===== config.mk =====
export PLATFORM = sky130hd
export DESIGN_NAME = xm23_kbscr_dev
export DESIGN_NICKNAME = d
export VERILOG_FILES = /design/src/rtl/xm23_dev_pkg.sv /design/src/rtl/xm23_scr_tx.sv /design/src/rtl/xm23_kbscr_dev.sv
export SDC_FILE = /design/constraint.sdc
export NUM_CORES = 1
export LEC_CHECK = 0
export ABC_AREA = 1
export CELL_PAD_IN_SITES_DETAIL_PLACEMENT = 1
export CELL_PAD_IN_SITES_GLOBAL_PLACEMENT = 2
export CORE_MARGIN = 2
export CORE_UTILIZATION = 27
export DETAILED_ROUTE_END_ITERATION = 12
export GPL_TIMING_DRIVEN = 0
export PLACE_DENSITY_LB_ADDON = 0.1
export SYNTH_ARGS = -nofsm -noshare
export SYNTH_HDL_FRONTEND = slang
export SYNTH_HIERARCHICAL = 1
export SYNTH_SLANG_ARGS = --single-unit

===== constraint.sdc =====
create_clock -name clk -period 1.8 [get_ports clk]
set_clock_uncertainty 0.05 [all_clocks]
set_input_delay 0.45 -clock clk [delete_from_list [all_inputs] [get_ports clk]]
set_output_delay 0.45 -clock clk [all_outputs]
set_load 0.005 [all_outputs]

===== src/rtl/xm23_dev_pkg.sv =====
// Shared definitions for the XM23 keyboard/screen device: register offsets,
// CSR bit positions, CSR reset images and the screen transmitter state encoding.
package xm23_dev_pkg;

  // Byte offsets of the four device registers inside the bus window
  localparam logic [1:0] OFF_KB_CSR   = 2'd0;
  localparam logic [1:0] OFF_KB_DATA  = 2'd1;
  localparam logic [1:0] OFF_SCR_CSR  = 2'd2;
  localparam logic [1:0] OFF_SCR_DATA = 2'd3;

  // CSR bit positions (bits [7:5] always read as zero)
  localparam int CSR_IE  = 0;
  localparam int CSR_IO  = 1;
  localparam int CSR_DBA = 2;
  localparam int CSR_OF  = 3;
  localparam int CSR_ENA = 4;

  // CSR images after reset: keyboard enabled and empty, screen enabled and ready
  localparam logic [7:0] KB_CSR_RST  = 8'h10;
  localparam logic [7:0] SCR_CSR_RST = 8'h16;

  // Screen transmitter states
  typedef enum logic [1:0] {
    ST_IDLE = 2'd0,
    ST_SEND = 2'd1,
    ST_GAP  = 2'd2
  } scr_state_e;

  // Assemble a CSR byte from its individual flags
  function automatic logic [7:0] pack_csr(input logic ie, input logic io,
                                          input logic dba, input logic of_bit,
                                          input logic ena);
    logic [7:0] csr;
    csr          = 8'h00;
    csr[CSR_IE]  = ie;
    csr[CSR_IO]  = io;
    csr[CSR_DBA] = dba;
    csr[CSR_OF]  = of_bit;
    csr[CSR_ENA] = ena;
    return csr;
  endfunction

endpackage


===== src/rtl/xm23_scr_tx.sv =====
// Screen byte transmitter: presents one byte to the terminal link with a
// valid/ready handshake, then waits TX_GAP idle cycles and pulses done.
module xm23_scr_tx
  import xm23_dev_pkg::*;
#(
  parameter int TX_GAP = 4
) (
  input  logic       clk,
  input  logic       rst,
  input  logic       start_i,
  input  logic [7:0] byte_i,
  input  logic       ready_i,
  output logic [7:0] byte_o,
  output logic       valid_o,
  output logic       done_o,
  output logic       busy_o
);

  localparam int CNT_W = (TX_GAP > 0) ? $clog2(TX_GAP + 1) : 1;
  localparam logic [CNT_W-1:0] GAP_LOAD = CNT_W'(TX_GAP);
  localparam logic [CNT_W-1:0] CNT_ONE  = CNT_W'(1);

  scr_state_e       state_q;
  logic [CNT_W-1:0] cnt_q;
  logic [7:0]       byte_q;
  logic             valid_q;
  logic             done_q;

  // Handshake FSM; done fires on the cycle the gap counter reaches zero
  always_ff @(posedge clk or posedge rst) begin
    if (rst) begin
      state_q <= ST_IDLE;
      cnt_q   <= '0;
      byte_q  <= 8'h00;
      valid_q <= 1'b0;
      done_q  <= 1'b0;
    end else begin
      done_q <= 1'b0;
      case (state_q)
        ST_IDLE: begin
          if (start_i) begin
            byte_q  <= byte_i;
            valid_q <= 1'b1;
            state_q <= ST_SEND;
          end
        end
        ST_SEND: begin
          if (ready_i) begin
            valid_q <= 1'b0;
            if (TX_GAP == 0) begin
              done_q  <= 1'b1;
              state_q <= ST_IDLE;
            end else begin
              cnt_q   <= GAP_LOAD;
              state_q <= ST_GAP;
            end
          end
        end
        ST_GAP: begin
          if (cnt_q <= CNT_ONE) begin
            cnt_q   <= '0;
            done_q  <= 1'b1;
            state_q <= ST_IDLE;
          end else begin
            cnt_q <= cnt_q - CNT_ONE;
          end
        end
        default: begin
          valid_q <= 1'b0;
          state_q <= ST_IDLE;
        end
      endcase
    end
  end

  assign byte_o  = byte_q;
  assign valid_o = valid_q;
  assign done_o  = done_q;
  assign busy_o  = (state_q != ST_IDLE);

endmodule


===== src/rtl/xm23_kbscr_dev.sv =====
// XM23 keyboard/screen device: decodes the CPU load/store bus window, owns the
// keyboard and screen CSR/DATA bytes, and bridges to the terminal link.
module xm23_kbscr_dev
  import xm23_dev_pkg::*;
#(
  parameter logic [15:0] DEV_BASE = 16'h0000,
  parameter int          TX_GAP   = 4
) (
  input  logic        clk,
  input  logic        rst,
  input  logic [15:0] bus_addr,
  input  logic [15:0] bus_wdata,
  input  logic        bus_rd,
  input  logic        bus_wr,
  input  logic        bus_byte,
  output logic        bus_hit,
  output logic [15:0] bus_rdata,
  output logic        bus_ack,
  input  logic [7:0]  kb_byte,
  input  logic        kb_valid,
  output logic        kb_ready,
  output logic [7:0]  scr_byte,
  output logic        scr_valid,
  input  logic        scr_ready,
  output logic        kb_irq,
  output logic        scr_irq
);

  // Keyboard registers
  logic       kb_ie_q,  kb_ie_d;
  logic       kb_dba_q, kb_dba_d;
  logic       kb_of_q,  kb_of_d;
  logic       kb_ena_q, kb_ena_d;
  logic [7:0] kb_data_q, kb_data_d;

  // Screen registers
  logic       scr_ie_q,  scr_ie_d;
  logic       scr_dba_q, scr_dba_d;
  logic       scr_of_q,  scr_of_d;
  logic       scr_ena_q, scr_ena_d;
  logic [7:0] scr_data_q, scr_data_d;

  // Bus response registers
  logic [15:0] rdata_q, rdata_d;
  logic        ack_q;

  // Decode signals
  logic [15:0] off;
  logic [3:0]  sel;
  logic        rd_go, wr_go;
  logic [7:0]  wb_csr, wb_data;
  logic [7:0]  rd_bytes [4];

  // Transmitter interface
  logic       tx_start, tx_done, tx_busy;
  logic       kb_rx;
  logic       kb_csr_wr, kb_data_rd;
  logic       scr_csr_wr, scr_data_wr;

  // Window decode and byte-lane selection; word accesses align down to even
  always_comb begin
    off     = bus_addr - DEV_BASE;
    bus_hit = (off < 16'd4);
    wr_go   = bus_wr & bus_hit;
    rd_go   = bus_rd & bus_hit & ~bus_wr;
    sel     = 4'b0000;
    if (bus_byte) begin
      sel[off[1:0]] = 1'b1;
    end else if (off[1]) begin
      sel = 4'b1100;
    end else begin
      sel = 4'b0011;
    end
    // Even offsets always take the low lane; odd offsets take the high lane on word writes
    wb_csr  = bus_wdata[7:0];
    wb_data = bus_byte ? bus_wdata[7:0] : bus_wdata[15:8];
  end

  assign kb_rx       = kb_valid & kb_ena_q;
  assign kb_csr_wr   = wr_go & sel[OFF_KB_CSR];
  assign kb_data_rd  = rd_go & sel[OFF_KB_DATA];
  assign scr_csr_wr  = wr_go & sel[OFF_SCR_CSR];
  assign scr_data_wr = wr_go & sel[OFF_SCR_DATA];
  assign tx_start    = scr_data_wr & scr_dba_q & scr_ena_q & ~tx_busy;

  // Read mux over the current (pre-side-effect) register images
  always_comb begin
    rd_bytes[0] = pack_csr(kb_ie_q, 1'b0, kb_dba_q, kb_of_q, kb_ena_q);
    rd_bytes[1] = kb_data_q;
    rd_bytes[2] = pack_csr(scr_ie_q, 1'b1, scr_dba_q, scr_of_q, scr_ena_q);
    rd_bytes[3] = scr_data_q;
    rdata_d     = rdata_q;
    if (rd_go) begin
      if (bus_byte) begin
        rdata_d = {8'h00, rd_bytes[off[1:0]]};
      end else begin
        rdata_d = {rd_bytes[{off[1], 1'b1}], rd_bytes[{off[1], 1'b0}]};
      end
    end
  end

  // Keyboard CSR/DATA next state: CSR writes, link receive, DATA-read consume
  always_comb begin
    kb_ie_d   = kb_ie_q;
    kb_dba_d  = kb_dba_q;
    kb_of_d   = kb_of_q;
    kb_ena_d  = kb_ena_q;
    kb_data_d = kb_data_q;
    if (kb_csr_wr) begin
      kb_ie_d  = wb_csr[CSR_IE];
      kb_ena_d = wb_csr[CSR_ENA];
      if (!wb_csr[CSR_DBA]) kb_dba_d = 1'b0;
      if (!wb_csr[CSR_OF])  kb_of_d  = 1'b0;
    end
    if (kb_rx) begin
      // A simultaneous DATA read consumes the old byte, so no overflow then
      kb_data_d = kb_byte;
      if (kb_dba_q && !kb_data_rd) kb_of_d = 1'b1;
      kb_dba_d = 1'b1;
    end else if (kb_data_rd) begin
      kb_dba_d = 1'b0;
    end
  end

  // Screen CSR/DATA next state: CSR writes, DATA write start/overflow, transmit done
  always_comb begin
    scr_ie_d   = scr_ie_q;
    scr_dba_d  = scr_dba_q;
    scr_of_d   = scr_of_q;
    scr_ena_d  = scr_ena_q;
    scr_data_d = scr_data_q;
    if (scr_csr_wr) begin
      scr_ie_d  = wb_csr[CSR_IE];
      scr_ena_d = wb_csr[CSR_ENA];
      if (!wb_csr[CSR_DBA]) scr_dba_d = 1'b0;
      if (!wb_csr[CSR_OF])  scr_of_d  = 1'b0;
    end
    if (scr_data_wr) begin
      if (!scr_dba_q) begin
        scr_of_d = 1'b1;
      end else begin
        // With ENA clear the byte is only latched; DBA stays set
        scr_data_d = wb_data;
        if (tx_start) scr_dba_d = 1'b0;
      end
    end
    if (tx_done) scr_dba_d = 1'b1;
  end

  // Device register state and bus response
  always_ff @(posedge clk or posedge rst) begin
    if (rst) begin
      kb_ie_q    <= KB_CSR_RST[CSR_IE];
      kb_dba_q   <= KB_CSR_RST[CSR_DBA];
      kb_of_q    <= KB_CSR_RST[CSR_OF];
      kb_ena_q   <= KB_CSR_RST[CSR_ENA];
      kb_data_q  <= 8'h00;
      scr_ie_q   <= SCR_CSR_RST[CSR_IE];
      scr_dba_q  <= SCR_CSR_RST[CSR_DBA];
      scr_of_q   <= SCR_CSR_RST[CSR_OF];
      scr_ena_q  <= SCR_CSR_RST[CSR_ENA];
      scr_data_q <= 8'h00;
      rdata_q    <= 16'h0000;
      ack_q      <= 1'b0;
    end else begin
      kb_ie_q    <= kb_ie_d;
      kb_dba_q   <= kb_dba_d;
      kb_of_q    <= kb_of_d;
      kb_ena_q   <= kb_ena_d;
      kb_data_q  <= kb_data_d;
      scr_ie_q   <= scr_ie_d;
      scr_dba_q  <= scr_dba_d;
      scr_of_q   <= scr_of_d;
      scr_ena_q  <= scr_ena_d;
      scr_data_q <= scr_data_d;
      rdata_q    <= rdata_d;
      ack_q      <= rd_go | wr_go;
    end
  end

  xm23_scr_tx #(
    .TX_GAP (TX_GAP)
  ) u_scr_tx (
    .clk     (clk),
    .rst     (rst),
    .start_i (tx_start),
    .byte_i  (wb_data),
    .ready_i (scr_ready),
    .byte_o  (scr_byte),
    .valid_o (scr_valid),
    .done_o  (tx_done),
    .busy_o  (tx_busy)
  );

  assign bus_rdata = rdata_q;
  assign bus_ack   = ack_q;
  assign kb_ready  = kb_ena_q;
  assign kb_irq    = kb_ie_q & kb_dba_q;
  assign scr_irq   = scr_ie_q & scr_dba_q;

endmodule


== Word level (Yosys, flattened, before mapping) ==
Cells that the tools add are included.

* Bits in registers: 56
* Bits of input ports: 47
* Output and inout bits: 30
* Word-level logic and storage cells: 109

* Add/subtract/negate cells: 1
* $lt $le $gt $ge: 7
* Equality and inequality tests: 6
* Multiplexer cells: 45
* Bitwise logic cells: 20
* Reduce and logical (&&, ||, !) cells: 13

{| class="wikitable"
|+ Operators by type and width
! operator !! number
|-
| $mux W8 || 7
|-
| $bmux W8 S2 || 3
|-
| $mux W1 || 23
|-
| $lt A16 B3 Y1 const B || 1
|-
| $mux W16 || 1
|-
| $and A1 B1 Y1 || 13
|-
| $ge A3 B3 Y1 const B || 3
|-
| $not A2 Y3 || 3
|-
| $mux W4 || 2
|-
| $reduce_and A2 Y1 || 4
|-
| $mux W2 || 3
|-
| $mux W3 || 2
|-
| $pmux W2 S3 || 1
|-
| $pmux W3 S2 || 1
|-
| $reduce_and A3 Y1 || 2
|-
| $ne A2 B2 Y1 const B || 2
|-
| $reduce_bool A2 Y1 || 2
|-
| $le A3 B1 Y1 const B || 1
|-
| $lt A2 B3 Y1 const B || 1
|-
| $ne A3 B1 Y1 const B || 1
|-
| $not A1 Y1 || 3
|-
| $pmux W1 S3 || 1
|-
| $reduce_bool A3 Y1 || 1
|-
| $sub A3 B1 Y3 const B || 1
|-
| other kinds (9) || 10
|}

== Longest topological paths before layout ==
* Word-level depth: 13
* Gate-level depth with buffers: 14
* Gate-level depth less buffers: 12

== Cells and area by module ==
The synthesis kept the hierarchy.

{| class="wikitable"
|+ Modules (own cells, without submodules)
! module !! times used !! cells an instance !! area an instance (um^2) !! sequential area each (um^2)
|-
| xm23_kbscr_dev || 1 || 274 || 2153.3 || 1029.7
|-
| xm23_scr_tx || 1 || 86 || 718.2 || 375.4
|}

== Worst setup path after synthesis ==
OpenSTA, ideal clock, no wires.

* Path type: in2reg
* Start point: in bus_addr[2]
* End point: reg u_scr_tx.valid_q (netlist: u_scr_tx/valid_o)
* Setup time: 117 ps
* Arrival time: 1843 ps
* Data required time: 1633 ps
* Slack: -210 ps
* Cell stages on the path: 13
* Path buffers: 2
* Path through: or2_4 nor2_8 nand3_4 nor2_4 nand2_4 buf_6 nor3_2 buf_4 inv_1 nand2_1 nand3_1 nand2_1 nand2_1

* Cells in the longest elaborated chain, start to end: 8

{| class="wikitable"
|+ Ends and longest elaborated chain
! element !! line !! text
|-
| start: declaration || xm23_kbscr_dev.sv:11 || <nowiki>input logic [15:0] bus_addr,</nowiki>
|-
| $lt A16 B3 Y1 || xm23_kbscr_dev.sv:63 || <nowiki>bus_hit = (off < 16'd4);</nowiki>
|-
| $and A1 B1 Y1 || xm23_kbscr_dev.sv:64 || <nowiki>wr_go = bus_wr & bus_hit;</nowiki>
|-
| $and A1 B1 Y1 || xm23_kbscr_dev.sv:83 || <nowiki>assign scr_data_wr = wr_go & sel[OFF_SCR_DATA];</nowiki>
|-
| $and A1 B1 Y1 (3 in series) || xm23_kbscr_dev.sv:84 || <nowiki>assign tx_start = scr_data_wr & scr_dba_q & scr_ena_q & ~tx_busy;</nowiki>
|-
| named net tx_start || xm23_kbscr_dev.sv:55 || <nowiki>logic tx_start, tx_done, tx_busy;</nowiki>
|-
| $ne A2 B2 Y1 (no source line) || n/a ||
|-
| $reduce_and A3 Y1 (no source line) || n/a ||
|-
| end signal: assignment || xm23_scr_tx.sv:43 || <nowiki>valid_q <= 1'b1;</nowiki>
|-
| end signal: assignment || xm23_scr_tx.sv:49 || <nowiki>valid_q <= 1'b0;</nowiki>
|-
| end signal: assignment || xm23_scr_tx.sv:69 || <nowiki>valid_q <= 1'b0;</nowiki>
|-
| end: declaration || xm23_scr_tx.sv:26 || <nowiki>logic valid_q;</nowiki>
|}

The timed path passes the listed nets, and every way through them passes these cells.
A chain may end at the register's enable or synchronous reset.

== Worst setup path in the final report ==
* Start point: in bus_addr[13]
* End point: out bus_hit

* Cells in the longest elaborated chain, start to end: 1

{| class="wikitable"
|+ Ends and longest elaborated chain
! element !! line !! text
|-
| $lt A16 B3 Y1 || xm23_kbscr_dev.sv:63 ||
|-
| end: declaration || xm23_kbscr_dev.sv:16 || <nowiki>output logic bus_hit,</nowiki>
|}

No other way between the ends.

==> results.toml <==
[route]
wl_mm = 8.80
viasPerCell = 4.54
drc_errors = 0
drt_iter0_drc = 117
dr.pass1.iters = 4
ant_nets = 0
wire_per_inst_um = 14.9
dr_total_vias = 2686

[timing]
finalHoldViolCount = 0
period_needed_ns = 1.77
worst_pin_slew_ns = 0.647
slew_headroom = 0.568
fmax_mhz = 564
fin_crit_sh = 0.985
setup-violations-final = 0
rsz0062_at_grt = "true"
drv_slew = 0

[worst_setup_path]
critPathSlowestCell = "clkdlybuf4s15_1"
worstPathArrival_ns = 1.27
rr_startpoint = "u_scr_tx/state_q[1]$_DFFE_PP0P_"
worstSetupEndpointType = "primary output"
start_kind = "input pin"
crit_family = "buffers and inverters"
path_depth = 8
worst-setup-path-type = "in2out"
crit_required_ns = 1.30
path_buf_inv = 4
path_cells = "clkdlybuf4s15_1 > nor2_1 > nand2_1 > nor2_4 > buf_4 > nand2_2 > inv_2 > buf_2"
path_max_fanout = 3
critPathMaxStageDelay_ns = 0.16
r2r_slack_ns = 0.18
crit-reg2reg-capture = "u_scr_tx/valid_o$_DFFE_PP0P_"
r2r_cells = 10

[power_and_ir_drop]
p_leak_uw = 0.00200
powerDensity_nw_per_um2 = 588
sequentialPowerShare = 0.535
switching_share = 0.244
internal-power_uw = 1780
ir_drop_mv = 0.242
pwr-share-comb = 0.099
switchingPower_uw = 575
pwr-share-clk = 0.367

[placement]
gp_congestion = 0.724
dp.cells = 571
port_buffers = 74
hpwl_mm = 6.74

[logic_synthesis]
syn-num-nets = 409
syn_area_um2 = 2870
synth_edf_count = 0
avgSynthCellArea_um2 = 7.98
synth_cells = 360
seq_area_frac_synth = 0.489
synth_ff_type = "dfrtp_1"
yosysUniqueCellTypes = 32
synth-seq-cells = 56
async_flop_share = 1.00
yosys_warnings = 6

[floorplanning]
row_count = 37
die_area_um2 = 11500
start_util = 0.278
core_area_um2 = 10300
pin_count = 77
die_w_um = 107
fp.dieH_um = 107

[clock_network]
cts.sinks = 56
cts_tree = "yes"
clk_pin_slew_worst_paths_ns = 0.11
clockRootBuffer = "clkbuf_8"
holdBufCountCts = 0
cts_max_level = 2
cts_buffers = 5
clock_latency_ns = 0.32
ctsLongestPathBuffers = 2

[cells_and_area]
drive_above_1_share = 0.145
final_nets = 503
diodes = 0
final_cells = 591
final_core_util = 0.388
syn_to_final_growth_pct = 39.5
final_cell_mix = "nand2_1, clkdlybuf4s50_1, dfrtp_1, o21ai_0, inv_1"
layout_commonest_cell = "nand2_1"

[grt]
grt_usage = 0.163
overflow = 0
grt_pass1_vias = 2805
antenna_found_initial = 0
grt_pass1_wl_mm = 14.4
grt_max_degree = 27

[min_path]
min_to = "scr_dba_q$_DFF_PP1_"
min_from = "u_scr_tx/done_o$_DFF_PP0_"
hold_depth = 2
worstHoldPathType = "reg2reg"

[flow_run]
cap_viol_max_count = 0

[run_status]
outcome = "completed"
==> timing repair <==
action / in CTS / in global routing
setup endpoints to repair: 24 / 26
pin swaps: 18 / 11
buffers inserted: 12 / 1
gates cloned: 1 / 0
resized for setup: 45 / 5
==> final cells by class <==
class                           count  area (um2)
Clock inverter                      3        42.5
Timing Repair Buffer               89         840
Fill cell                        1269        6320
Buffer                             11        65.1
Multi-Input combinational cell    251        1260
Tap cell                          136         170
Clock buffer                        5        68.8
Sequential cell                    56        1410
Inverter                           40         150
==> worst reg2reg max path, delay by kind of cell (launching register included) <==
family / cells / cell delay (ns)
AND/OR/NAND/NOR: 6 / 0.59
flip-flops: 1 / 0.43
buffers and inverters: 4 / 0.46
==> sequential cells by signal, summed over array words and instances, names as in the netlist, 2 cells and up <==
register and cells:
u_scr_tx/state_q 2, u_scr_tx/byte_o 8, bus_rdata 16, u_scr_tx/cnt_q 3, kb_data_q 8, scr_data_q 8
==> through the flow <==
| step | hold WS, ns | total power [uW] | area (um2) | setup TNS [ns] | setup slack [ns] |
|---|---|---|---|---|---|
| 6_report | 0.401 | 2360 | 4010 | 0 | 0.0279 |
| 5_1_grt | 0.425 | 2460 | 4010 | -0.0802 | -0.0462 |
| 4_1_cts | 0.407 | 2390 | 4000 | 0 | 0.00413 |
| 3_5_place_dp | 0.380 | 1530 | 3820 | -18.47 | -0.850 |
| 3_3_place_gp | 0.367 | 1520 | 3800 | -43.24 | -0.810 |
| 2_1_floorplan | 0.301 | 1380 | 2890 | -1.09 | -0.184 |
==> per-layer routing <==
| metal | share of wire | global-route usage | routed length (um) |
|---|---|---|---|
| met1 | 0.45 | 0.211 | 3990 |
| met2 | 0.51 | 0.284 | 4450 |
| met3 | 0.032 | 0.0261 | 284 |
| met4 | 0.0082 | 0.0362 | 72 |
| met5 | 0 | 0 | 0 |
==> power groups by stage <==
stage                     registers [uW]  clock network [uW]  logic [uW]
after floorplan                     1280                   0        98.5
after global placement              1280                   0         239
after detailed placement            1280                   0         246
after CTS                           1260                 894         239
after global routing                1260                 941         261
final                               1260                 864         233
==> synth_stat cells (3+ instances only) <==
| library cell | instances | area (um2) |
|---|---|---|
| a21oi_1 | 13 | 65.1 |
| a21oi_2 | 5 | 43.8 |
| a22oi_1 | 5 | 37.5 |
| buf_2 | 6 | 30.0 |
| clkbuf_1 | 4 | 15.0 |
| dfrtp_1 | 53 | 1330 |
| dfstp_2 | 3 | 78.8 |
| inv_1 | 39 | 146 |
| nand2_1 | 122 | 458 |
| nand3_1 | 19 | 95.1 |
| nor2_1 | 22 | 82.6 |
| nor2_2 | 3 | 18.8 |
| o21ai_0 | 38 | 190 |
| o31ai_1 | 6 | 45.0 |
==> logic make-up after synthesis <==
group / count (synthesis) / share of synthesized area
adder cells (fa/ha/maj): 2 / 0.00871
buffers and inverters: 53 / 0.0784
AND/OR/NAND/NOR: 178 / 0.278
multiplexers: 1 / 0.00349
flip-flops: 56 / 0.489
AO/OA/AOI/OAI: 70 / 0.142
==> how the worst max path moves through the flow <==
| stage | from | end |
|---|---|---|
| 6_report | bus_addr[13] | bus_hit |
| 5_1_grt | bus_addr[7] | u_scr_tx/valid_o$_DFFE_PP0P_ |
| 4_1_cts | bus_addr[9] | u_scr_tx/valid_o$_DFFE_PP0P_ |
| 3_5_place_dp | bus_addr[0] | u_scr_tx/valid_o$_DFFE_PP0P_ |
| 3_3_place_gp | bus_addr[0] | u_scr_tx/valid_o$_DFFE_PP0P_ |
| 2_1_floorplan | bus_addr[3] | u_scr_tx/valid_o$_DFFE_PP0P_ |
Note: power is estimated with default switching activity, not from simulation.
==> RTL edit 1, RTL diff (config.mk and constraints unchanged) <==
Register the outputs `kb_irq` and `scr_irq`, with the module's reset; this adds one clock of latency there. The other outputs are not delayed to match.
--- a/src/rtl/xm23_kbscr_dev.sv
+++ b/src/rtl/xm23_kbscr_dev.sv
@@ -197,4 +197,11 @@
   assign kb_ready  = kb_ena_q;
-  assign kb_irq    = kb_ie_q & kb_dba_q;
-  assign scr_irq   = scr_ie_q & scr_dba_q;
+  always_ff @(posedge clk or posedge rst) begin
+    if (rst) begin
+      kb_irq  <= '0;
+      scr_irq <= '0;
+    end else begin
+      kb_irq  <= kb_ie_q & kb_dba_q;
+      scr_irq <= scr_ie_q & scr_dba_q;
+    end
+  end
 
Formal check against the unedited RTL: not equivalent (Yosys sat finds a counterexample within 4 cycles, from zero or initial values and one cycle with rst high).
==> RTL edit 1 against the unedited design <==
Register-to-register slack better by 0.03 ns; setup slack better by 0.046 ns; largest cell class unchanged; routed wire length is 3.8% higher; global-route usage is 0.46 points higher; clock power is 45% higher; sequential cell count is 2 higher; power is 19% higher; sequential power is 4% higher; synthesized cell count is 0.83% higher; design area is 3.7% higher; synthesized area is 1.9% higher.
==> RTL edit 1: results (changes against the unedited design) <==
INFO  metric status = complete, no violations
INFO  metric timing.critical_path.slowest_stage_cell = sky130_fd_sc_hd__clkdlybuf4s50_1
INFO  metric detailedRoute.firstIterationViolations = 98 (-16%)
INFO  metric post_synth_top_cells = 124 x sky130_fd_sc_hd__nand2_1, 55 x sky130_fd_sc_hd__dfrtp_1, 41 x sky130_fd_sc_hd__inv_1, 35 x sky130_fd_sc_hd__o21ai_0, 21 x sky130_fd_sc_hd__nor2_1
INFO  metric vias_per_cell = 4.52 (-0.44%)
INFO  metric signal_buffers = 98 (-2.0%)
INFO  metric power.clock.total = 1.25 mW (+45%)
INFO  metric first_pass_iters = 5 (+1)
INFO  metric non_clock_buffer_share = 21.7% (-0.87 points)
INFO  metric power_leakage = 2.08 nW (+3.8%)
INFO  metric first_pass_grt_wire_length = 14,700 µm (+2.2%)
INFO  metric worst_endpoint_data_arrival_time = 1.23 ns (-0.04 ns)
INFO  metric met3RoutedLength = 322 µm (+13%)
INFO  metric vdd_drop_max = 0.000250 V (+3.3%)
INFO  metric route.final.wire_length = 9130 µm (+3.8%)
INFO  metric clockBufferCount = 14 (+9)
INFO  metric crit_fanout = 2 (-1)
INFO  metric cp_slowest_stage_delay = 0.51 ns (+0.35 ns)
INFO  metric post-place-ws = -0.810 ns (+0.0394 ns)
INFO  metric hold_ws = 0.277 ns (-0.124 ns)
INFO  metric post_synth_main_area_contributors = sky130_fd_sc_hd__dfrtp_1 47%, sky130_fd_sc_hd__nand2_1 16%, sky130_fd_sc_hd__o21ai_0 6.0%, sky130_fd_sc_hd__inv_1 5.3%, sky130_fd_sc_hd__nand3_1 3.3%
INFO  metric largest_net_degree_at_the_start_of_global_routing = 40 (+48%)
INFO  metric syn-num-nets = 412 (+0.73%)
INFO  metric sum_of_met2_wire_segment_lengths_after_detailed_routing = 4440 µm (-0.16%)
INFO  metric route.detailed.wl_per_inst = 15.1 µm (+1.6%)
INFO  metric grt.total_usage = 16.7% (+0.46 points)
INFO  metric synth-seq-area-share = 49.7% (+0.81 points)
INFO  metric tritoncts_num_sinks = 58 (+3.6%)
INFO  metric inverters = 41 (+2.5%)
RTL edit 1: changes by cell type after synthesis, moves of 2 or more:
cell / change
sky130_fd_sc_hd__nand2_1: +2
sky130_fd_sc_hd__inv_1: +2
sky130_fd_sc_hd__o21ai_0: -3
sky130_fd_sc_hd__dfrtp_1: +2
RTL edit 1: what timing repair did:
action / 4_1_cts / 5_1_grt
cloned: 0 / 0
endpoints found under the setup margin: 14 / 10
setup buffers: 9 / 2
pin swaps: 18 / 15
gates resized for setup: 26 / 14
RTL edit 1: logic make-up (layout without fill, tap and decap cells):
family,after synthesis,count (layout)
and+or+nand+nor,179,179
AOI/OAI and AO/OA,69,69
DFF,58,58
buffers and inverters,54,155
adders and majority gates,2,2
muxes,1,1
RTL edit 1: worst max-delay path by stage:
stage	slack (ns)	startpoint	cells past startpoint	to
floorplan	-0.18	bus_addr[3]	13	u_scr_tx/valid_o
global placement	-0.81	bus_addr[0]	14	u_scr_tx/valid_o
detailed placement	-0.81	bus_addr[6]	15	u_scr_tx/valid_o
CTS	0.009	bus_addr[9]	14	u_scr_tx/valid_o
global route	0.002	bus_addr[9]	14	u_scr_tx/valid_o
finish	0.07	u_scr_tx/byte_o[4]	1	scr_byte[4]
RTL edit 1: stage by stage:
step                      total power, mW  TNS, ns  utilization, %
after floorplan                      1.43    -1.09               -
after global placement               1.57   -51.95            36.0
after detailed placement             1.58   -19.53            36.2
after CTS                            2.83        0            38.5
after global routing                 2.92        0            38.8
final                                2.80        0            38.8
RTL edit 1: routing by layer:
metal / track usage (%) / vias up
li1: - / 1347
met1: 21.5 / 1325
met2: 27.7 / 49
met3: 3.74 / 12
met4: 6.04 / 0
met5: 0 / -
==> RTL edit 2, RTL diff (same flow settings) <==
Made on the original files. `TX_GAP` is set to 4 in 2 places; all go to 8.
--- a/src/rtl/xm23_scr_tx.sv
+++ b/src/rtl/xm23_scr_tx.sv
@@ -5,3 +5,3 @@
 #(
-  parameter int TX_GAP = 4
+  parameter int TX_GAP = 8
 ) (
--- a/src/rtl/xm23_kbscr_dev.sv
+++ b/src/rtl/xm23_kbscr_dev.sv
@@ -6,3 +6,3 @@
   parameter logic [15:0] DEV_BASE = 16'h0000,
-  parameter int          TX_GAP   = 4
+  parameter int          TX_GAP   = 8
 ) (
Formal check against the unedited RTL: not equivalent (Yosys sat finds a counterexample within 10 cycles, from zero or initial values and one cycle with rst high).
==> RTL edit 2 against the unedited design <==
Setup slack worse by 0.021 ns; sequential cell count increased by 1; power increased by 12%; highest routed layer unchanged; largest cell class unchanged; hold slack worse by 0.0074 ns; largest power group unchanged; design area rose by 4.9%; routed wire length increased by 5.5%; first-iteration DRC count is 26% lower; synthesized area grew 0.48%.
==> RTL edit 2: results (changes against the unedited design) <==
INFO  metric status = complete, no violations
INFO  metric wl_met1 = 4240 µm (+6.1%)
INFO  metric final_core_util = 40.5% (+1.7 points)
INFO  metric ys_seq_elements = 57 (+1.8%)
INFO  metric final_net_count = 515 (+2.4%)
INFO  metric switching_share = 24.3% (-0.15 points)
INFO  metric gp_routability_congestion = 0.770 (+6.4%)
INFO  metric post_synth_main_area_contributors = sky130_fd_sc_hd__dfrtp_1 47%, sky130_fd_sc_hd__nand2_1 16%, sky130_fd_sc_hd__o21ai_0 6.9%, sky130_fd_sc_hd__inv_1 4.2%, sky130_fd_sc_hd__nor2_1 2.9%
INFO  metric synth.avg_cell_area = 8.01 µm² (+0.48%)
INFO  metric global_route.usage.met1 = 23.0% (+1.9 points)
INFO  metric slew_headroom = 54.9% (-1.9 points)
INFO  metric timing.rr.start = kb_ready
INFO  metric post_synth_top_cells = 123 x sky130_fd_sc_hd__nand2_1, 54 x sky130_fd_sc_hd__dfrtp_1, 40 x sky130_fd_sc_hd__o21ai_0, 32 x sky130_fd_sc_hd__inv_1, 22 x sky130_fd_sc_hd__nor2_1
INFO  metric cts_setup_buffers = 19 (+7)
INFO  metric global_route.usage.met3 = 3.21% (+0.59 points)
INFO  metric signal_buffers = 106 (+6.0%)
INFO  metric sum_of_met2_wire_segment_lengths_after_detailed_routing = 4450 µm (+0.11%)
INFO  metric post_route_cells_drive_above_1_share = 20.8% (+6.3 points)
INFO  metric critical_path.startpoint = bus_addr[9]
INFO  metric worstSkewPairLatency = 0.34 ns (+0.02 ns)
INFO  metric worst_endpoint_data_arrival_time = 1.97 ns (+0.70 ns)
INFO  metric post-place-ws = -0.866 ns (-0.0164 ns)
INFO  metric largest_net_degree_at_the_start_of_global_routing = 23 (-15%)
INFO  metric multi_input_comb_cells = 256 (+2.0%)
INFO  metric setup_slack = 0.00701 ns (-0.0209 ns)
INFO  metric setup_slack_of_the_most_critical_reg_to_reg_path = 0.23 ns (+0.05 ns)
INFO  metric non_clock_buffer_share = 22.3% (-0.29 points)
INFO  metric cts_max_level = 3 (+1)
INFO  metric use_met2 = 27.0% (-1.4 points)
INFO  metric first_global_vias = 2,877 (+2.6%)
INFO  metric synth-seq-area-share = 49.6% (+0.63 points)
INFO  metric reg2reg_depth = 5 (-5)
INFO  metric dp_hpwl = 6670 µm (-0.96%)
INFO  metric clock_tree_cell_share_of_total_cell_area = 4.29% (+1.5 points)
INFO  metric ctsResizeCount = 53 (+18%)
INFO  metric vdd_drop_max = 0.000268 V (+11%)
INFO  metric power_leakage = 2.10 nW (+4.8%)
INFO  metric tritoncts.num_buffers = 9 (+4)
INFO  metric first_pass_grt_wire_length = 15,000 µm (+3.7%)
INFO  metric clk_pin_slew = 0.06 ns (-0.05 ns)
INFO  metric detailedRoute.firstIterationViolations = 87 (-26%)
INFO  metric num_vias = 2,824 (+5.1%)
INFO  metric multiInputGateArea = 1350 µm² (+6.8%)
INFO  metric vias_per_cell = 4.65 (+2.4%)
INFO  metric met3RoutedLength = 374 µm (+32%)
RTL edit 2: cell types whose count changed after synthesis, sizes merged:
cell,before,now
inv,40,36
xor2,0,1
dfrtp,53,54
and2,1,0
nor2,28,29
nand2,125,128
buf,9,8
nand3,20,16
o21ai,38,42
RTL edit 2: cell families (layout without fill, tap and decap cells):
| kind of cell | Yosys count | in the layout | share of synthesized area, % |
|---|---|---|---|
| xor+xnor | 1 | 1 | 0.304 |
| simple gates | 177 | 178 | 27.2 |
| fa+ha+maj | 2 | 2 | 0.867 |
| mux | 1 | 1 | 0.347 |
| flops | 57 | 57 | 49.6 |
| buf+inv | 48 | 158 | 6.81 |
| compound gates | 74 | 74 | 14.9 |
RTL edit 2: worst min path at each step:
| stage | cells after the start | endpoint | startpoint | slack (ns) |
|---|---|---|---|---|
| floorplan | 1 | u_scr_tx/byte_o[0] | rst | 0.31 |
| global placement | 2 | scr_dba_q | u_scr_tx/done_o | 0.38 |
| detailed placement | 2 | scr_dba_q | u_scr_tx/done_o | 0.39 |
| CTS | 2 | scr_dba_q | u_scr_tx/done_o | 0.40 |
| global route | 2 | scr_dba_q | u_scr_tx/done_o | 0.42 |
| finish | 2 | scr_dba_q | u_scr_tx/done_o | 0.39 |
RTL edit 2: critical path: cells and delay by family:
family                 cells  cell delay, ns
buffers and inverters     10            1.16
and+or+nand+nor            6            0.36
RTL edit 2: power by group through the flow:
stage / combinational [mW] / clock (mW) / sequential [mW]
floorplan: 0.0988 / 0 / 1.31
global placement: 0.240 / 0 / 1.31
detailed placement: 0.250 / 0 / 1.31
CTS: 0.244 / 1.16 / 1.28
global route: 0.264 / 1.24 / 1.28
finish: 0.235 / 1.13 / 1.28
